File: config.mk
export PLATFORM = sky130hd
export DESIGN_NAME = lcd_sequencer
export DESIGN_NICKNAME = d
export VERILOG_FILES = /design/src/rtl/lcd_sequencer.sv
export SDC_FILE = /design/constraint.sdc
export NUM_CORES = 1
export LEC_CHECK = 0
export CORE_ASPECT_RATIO = 1.2
export CORE_UTILIZATION = 57
export CTS_CLUSTER_DIAMETER = 60
export DETAILED_ROUTE_END_ITERATION = 12
export PLACE_DENSITY = 0.83
export SKIP_LAST_GASP = 1
export SLEW_MARGIN = 10
export SYNTH_ARGS = -nofsm -noshare
export SYNTH_HDL_FRONTEND = slang
export SYNTH_SLANG_ARGS = --single-unit
File: constraint.sdc
create_clock -name clk -period 2.73 [get_ports clk]
set_input_delay 0.546 -clock clk [delete_from_list [all_inputs] [get_ports clk]]
set_output_delay 0.546 -clock clk [all_outputs]
set_load 0.005 [all_outputs]
File: src/rtl/lcd_sequencer.sv
// lcd_sequencer: HD44780 8-bit mode power-up init plus button-driven write
// cycles (letter, word space, clear, completion) with 16x2 cursor wrap.
module lcd_sequencer #(
  parameter int E_PULSE_CYC    = 50,
  parameter int CMD_WAIT_CYC   = 5000,
  parameter int CLR_WAIT_CYC   = 200000,
  parameter int PWRUP_WAIT_CYC = 2000000
) (
  input  logic       clk,
  input  logic       rst,
  input  logic [7:0] char_in,
  input  logic       enter_letter,
  input  logic       finish_word,
  input  logic       clear_display,
  input  logic       complete_input,
  output logic [7:0] lcd_data,
  output logic       lcd_rs,
  output logic       lcd_rw,
  output logic       lcd_e,
  output logic       busy,
  output logic       done,
  output logic [4:0] pos
);

  // INIT and ADDR double as the one-cycle setup phase of their own command.
  typedef enum logic [2:0] {
    S_PWRUP, S_INIT, S_IDLE, S_SETUP, S_STROBE, S_HOLD, S_ADDR
  } state_t;

  // What the write currently in flight is for; decides where HOLD exits to.
  typedef enum logic [1:0] {K_INIT, K_ADDR, K_DATA, K_CLEAR} kind_t;

  localparam logic [31:0] PWRUP_LAST = 32'(PWRUP_WAIT_CYC - 1);
  localparam logic [31:0] E_LAST     = 32'(E_PULSE_CYC - 1);
  localparam logic [31:0] CMD_LAST   = 32'(CMD_WAIT_CYC - 1);
  localparam logic [31:0] CLR_LAST   = 32'(CLR_WAIT_CYC - 1);

  state_t      state_q, state_d;
  kind_t       kind_q, kind_d;
  logic [31:0] cnt_q, cnt_d;
  logic [1:0]  init_idx_q, init_idx_d;
  logic [7:0]  pend_q, pend_d;
  logic [7:0]  data_q, data_d;
  logic        rs_q, rs_d;
  logic        e_q, e_d;
  logic        busy_q, busy_d;
  logic        done_q, done_d;
  logic [4:0]  pos_q, pos_d;
  logic        wrap_q, wrap_d;
  logic [3:0]  prev_q, prev_d;

  logic [3:0]  btn;
  logic [3:0]  rise;
  logic [31:0] hold_last;
  logic [7:0]  wr_byte;

  // Bit order encodes priority: clear, complete, letter, word.
  assign btn  = {clear_display, complete_input, enter_letter, finish_word};
  assign rise = btn & ~prev_q;

  function automatic logic [7:0] init_cmd(input logic [1:0] idx);
    case (idx)
      2'd0:    init_cmd = 8'h38;
      2'd1:    init_cmd = 8'h0C;
      2'd2:    init_cmd = 8'h01;
      default: init_cmd = 8'h06;
    endcase
  endfunction

  // Next-state logic; registered outputs are derived from the next state.
  always_comb begin
    state_d    = state_q;
    kind_d     = kind_q;
    cnt_d      = cnt_q + 32'd1;
    init_idx_d = init_idx_q;
    pend_d     = pend_q;
    data_d     = data_q;
    rs_d       = rs_q;
    done_d     = done_q;
    pos_d      = pos_q;
    wrap_d     = wrap_q;
    prev_d     = btn;
    wr_byte    = rise[1] ? char_in : 8'h20;
    hold_last  = (!rs_q && data_q == 8'h01) ? CLR_LAST : CMD_LAST;

    case (state_q)
      S_PWRUP: begin
        if (cnt_q == PWRUP_LAST) begin
          state_d    = S_INIT;
          cnt_d      = '0;
          kind_d     = K_INIT;
          init_idx_d = 2'd0;
          data_d     = init_cmd(2'd0);
          rs_d       = 1'b0;
        end
      end
      S_INIT, S_SETUP, S_ADDR: begin
        state_d = S_STROBE;
        cnt_d   = '0;
      end
      S_STROBE: begin
        if (cnt_q == E_LAST) begin
          state_d = S_HOLD;
          cnt_d   = '0;
        end
      end
      S_HOLD: begin
        if (cnt_q == hold_last) begin
          cnt_d = '0;
          case (kind_q)
            K_INIT: begin
              if (init_idx_q == 2'd3) begin
                state_d = S_IDLE;
              end else begin
                state_d    = S_INIT;
                init_idx_d = init_idx_q + 2'd1;
                data_d     = init_cmd(init_idx_q + 2'd1);
              end
            end
            K_ADDR: begin
              state_d = S_SETUP;
              kind_d  = K_DATA;
              data_d  = pend_q;
              rs_d    = 1'b1;
            end
            K_DATA: begin
              state_d = S_IDLE;
              pos_d   = pos_q + 5'd1;
              if (pos_q == 5'd31) wrap_d = 1'b1;
            end
            default: begin
              state_d = S_IDLE;
              pos_d   = '0;
              done_d  = 1'b0;
              wrap_d  = 1'b0;
            end
          endcase
        end
      end
      S_IDLE: begin
        cnt_d = '0;
        if (rise[3]) begin
          state_d = S_SETUP;
          kind_d  = K_CLEAR;
          data_d  = 8'h01;
          rs_d    = 1'b0;
        end else if (rise[2]) begin
          done_d = 1'b1;
        end else if ((rise[1] || rise[0]) && !done_q) begin
          if (pos_q == 5'd16 || (wrap_q && pos_q == 5'd0)) begin
            // Cursor must be repositioned before this character lands.
            state_d = S_ADDR;
            kind_d  = K_ADDR;
            pend_d  = wr_byte;
            data_d  = (pos_q == 5'd16) ? 8'hC0 : 8'h80;
            rs_d    = 1'b0;
          end else begin
            state_d = S_SETUP;
            kind_d  = K_DATA;
            data_d  = wr_byte;
            rs_d    = 1'b1;
          end
        end
      end
      default: begin
        state_d = S_PWRUP;
        cnt_d   = '0;
      end
    endcase

    e_d    = (state_d == S_STROBE);
    busy_d = (state_d != S_IDLE);
  end

  // State and output registers; previous-button flops reset high so held
  // buttons produce no edge out of reset.
  always_ff @(posedge clk) begin
    if (rst) begin
      state_q    <= S_PWRUP;
      kind_q     <= K_INIT;
      cnt_q      <= '0;
      init_idx_q <= '0;
      pend_q     <= '0;
      data_q     <= '0;
      rs_q       <= 1'b0;
      e_q        <= 1'b0;
      busy_q     <= 1'b1;
      done_q     <= 1'b0;
      pos_q      <= '0;
      wrap_q     <= 1'b0;
      prev_q     <= 4'hF;
    end else begin
      state_q    <= state_d;
      kind_q     <= kind_d;
      cnt_q      <= cnt_d;
      init_idx_q <= init_idx_d;
      pend_q     <= pend_d;
      data_q     <= data_d;
      rs_q       <= rs_d;
      e_q        <= e_d;
      busy_q     <= busy_d;
      done_q     <= done_d;
      pos_q      <= pos_d;
      wrap_q     <= wrap_d;
      prev_q     <= prev_d;
    end
  end

  assign lcd_data = data_q;
  assign lcd_rs   = rs_q;
  assign lcd_rw   = 1'b0;
  assign lcd_e    = e_q;
  assign busy     = busy_q;
  assign done     = done_q;
  assign pos      = pos_q;

endmodule

==> key figures <==
STA
  • Hold Fails Final Rpt: 0
  • Max-slew violation count: 0
  • Worst slew pin tran: around 650 ps
  • Final setup viols: 0
  • Slew headroom: 56.59%
  • Setup_tns: 0 ps
  • Unrepaired setup endpoints after global routing: false
  • Post-layout min period: approximately 2600 ps
  • Setup Skew: ~12 ps
  • Hold WS: around 460 ps
  • Achievable Freq: slightly below 400 MHz
  • Crit share post-route: 94.77%

Pwr
  • Logic pwr share: just over 4%
  • Switch share: between 20% and 30%
  • Max VDD drop: around 0.34 mV
  • Sequential cell fraction of total power: roughly 53%
  • P_sw: between 0.4 and 0.5 mW
  • Clock Power Share: 43.4%
  • Total chip power: approximately 2 mW
  • Internal power: approximately 1.5 mW
  • Leakage: between 1 and 1.5 nW
  • Power Density: about 470 nW/um^2

Drt
  • WL per Instance: 15.47 um
  • DRT Pass-1 Iters: 5
  • Vias per std cell: about 5.9
  • Routed via count: around 3300
  • Post-route ant nets: 0
  • Final WL: between 8000 and 9000 um
  • # DRC: 0
  • Drt initial violations: between 200 and 250

Critical path
  • Worst-path maximum fanout: 8
  • Startpoint Class: register
  • Critical Path AT: 2810 ps
  • Crit end category: register
  • Reg2Reg Depth: 6
  • R2R setup slack: 140 ps
  • Worst Path Required: 2950 ps
  • Worst setup path class: register to register
  • R2R Path Start: cnt_q[7]
  • Worst r2r dst: lcd_data[4]

Run
  • Max cap viols: 0

Global route
  • Number of global-route vias before repair: ~3100
  • Tot GR Track Use: 27.92%
  • Gr ovfl total: 0
  • Largest net degree at the start of global routing: 33
  • Initial antenna violation count: 0
  • First-pass GRT wire length: roughly 14000 um

Clock tree
  • Clock latency on the worst-skew pair: roughly 360 ps
  • CTS buffer count: 9
  • H-Tree Depth: 3
  • Clk slew on worst S/H paths: about 80 ps
  • Clock Path Buffers: 2
  • CTS tree: done
  • Clock sink count: between 60 and 70
  • Root buf cell: clkbuf_8

Floorplan
  • Io pins: 32
  • Die Ht: slightly below 90 um
  • Row cnt: 30
  • Die outline area: between 6000 and 7000 sq um
  • Core Area: slightly below 6000 sq um
  • Initial Util: between 60% and 70%
  • Die Wd: 73.57 um

Yosys
  • Count leader, synth: dfxtp_1
  • Synth top area cells: dfxtp_1, nor2_1, nand2_1
  • Syn_nets: ~450
  • Mapped Avg Cell Area: 8.147 sq um
  • Synth warnings: 0
  • Synth Register Bits: 69
  • Most frequent cells after synthesis: dfxtp_1, nor2_1, nand2_1
  • Yosys top cell area share: just under 40%
  • Fraction of registers with async set/reset: 0%
  • Synthesized instance count: 430
  • Post-synth top area cell: dfxtp_1
  • Synth Flop Type: dfxtp_1
  • Cell variety after synth: 48
  • EDFF count, synth: 0
  • Area of the mapped netlist: around 3500 sq um
  • Seq/Total Area, Yosys: around two fifths

Final layout
  • Design Area, Final: slightly above 4000 sq um
  • Final core occ: 71.21%
  • ANT cells: 0
  • Synth-to-Final Area Change: 17.50%
  • Post-layout nets: approximately 500
  • Share of layout cells above drive strength 1: 8.955%

Worst hold path
  • Hold_sp: pend_q[6]
  • Hold Path Stages: 2
  • Worst hold path type: register to register
  • WHS Endpoint: pend_q[6]

Place
  • Port Buffer Count: 30
  • DP Area: roughly 3900 sq um
  • Post-DP HPWL: 6084 um
  • RD Place Congestion: between 0.8 and 0.9

Status
  • Run status: finished clean
## critical path, cell delays in order (launching register included)
cell	delay (ps)
dfxtp_1	370
or3_1	390
or4_1	420
mux2_4	320
o21ai_1	390
and3_1	420
a311oi_1	140
## registers in the layout, indices dropped and copies added (netlist names), 2 cells and up
register    cells
cnt_q          32
lcd_data        8
pend_q          8
pos             5
prev_q          4
state_q         3
init_idx_q      2
kind_q          2
## worst max-delay path by stage
stage          startpoint          end  slack [ps]  cells after the start
5_1_grt          cnt_q[7]  lcd_data[5]           5                      6
2_1_floorplan    cnt_q[7]         busy         430                      6
6_report         cnt_q[7]  lcd_data[4]         140                      6
3_5_place_dp     cnt_q[7]  lcd_data[4]         170                      6
4_1_cts          cnt_q[7]  lcd_data[4]         150                      6
3_3_place_gp     cnt_q[7]  lcd_data[2]         240                      6
## what timing repair did
item,CTS,global route
resized for setup,0,1
buffers inserted,0,0
setup endpoints to repair,0,8
hold buffers,0,0
## routing by layer
| layer | wire length (um) | vias to the layer above | global-route usage, % |
|---|---|---|---|
| met5 | 0 | - | 0 |
| met4 | 265 | 0 | 14.51 |
| met3 | 370 | 30 | 5.409 |
| met2 | 4344 | 106 | 50.21 |
| met1 | 3510 | 1535 | 30.79 |
| li1 | - | 1593 | - |
## cell families after synthesis
logic type	Yosys count	share of synthesized area, %
buf+inv	33	3.857
fa+ha+maj	9	3.214
xor+xnor	31	7.750
other cells	1	0.1070
compound gates	68	12.54
simple gates	211	30.64
mux	8	2.464
flops	69	39.43
## placed cells by master (no fill, tap or decap), drive strengths merged, types with 3 or more instances in the layout
cell type and count:
a31oi 10, clkdlybuf4s50 30, a21oi 24, nand4 13
and3 10, or2 6, nand3 33, mux2i 6
clkbuf 9, or3 5, buf 13, o21ai 10
xor2 16, clkinvlp 3, nor3 7, nor2b 4
dfxtp 69, ha 9, nor3b 4, nand2 44
inv 14, xnor2 15, nor4 8, a311oi 6
and4 4, nor2 56, a211oi 7, nand2b 6
or4 4
## per-stage QoR
stage               instances  setup WS, ps
floorplan                 430         432.7
global placement          533         235.4
detailed placement        533         165.8
CTS                       549         154.1
global route              549         5.034
finish                    549         142.9
## cell type report
| class | instances | area (sq um) |
|---|---|---|
| well taps | 80 | 100.1 |
| flip-flops and latches | 69 | 1381 |
| clock inverters | 7 | 75.07 |
| multi-input cells | 328 | 1989 |
| inverters | 13 | 48.80 |
| repair buffers | 43 | 397.9 |
| clock buffers | 9 | 123.9 |
| fillers | 504 | 1664 |
## power by group through the flow
stage | clock [mW] | combinational [mW] | sequential, mW
final | 0.849 | 0.0806 | 1.03
after detailed placement | 0 | 0.0796 | 1.05
after CTS | 0.852 | 0.0804 | 1.02
after global placement | 0 | 0.0783 | 1.05
after floorplan | 0 | 0.0421 | 1.05
after global routing | 0.902 | 0.0874 | 1.03
Power figures use the tool's default switching activity.
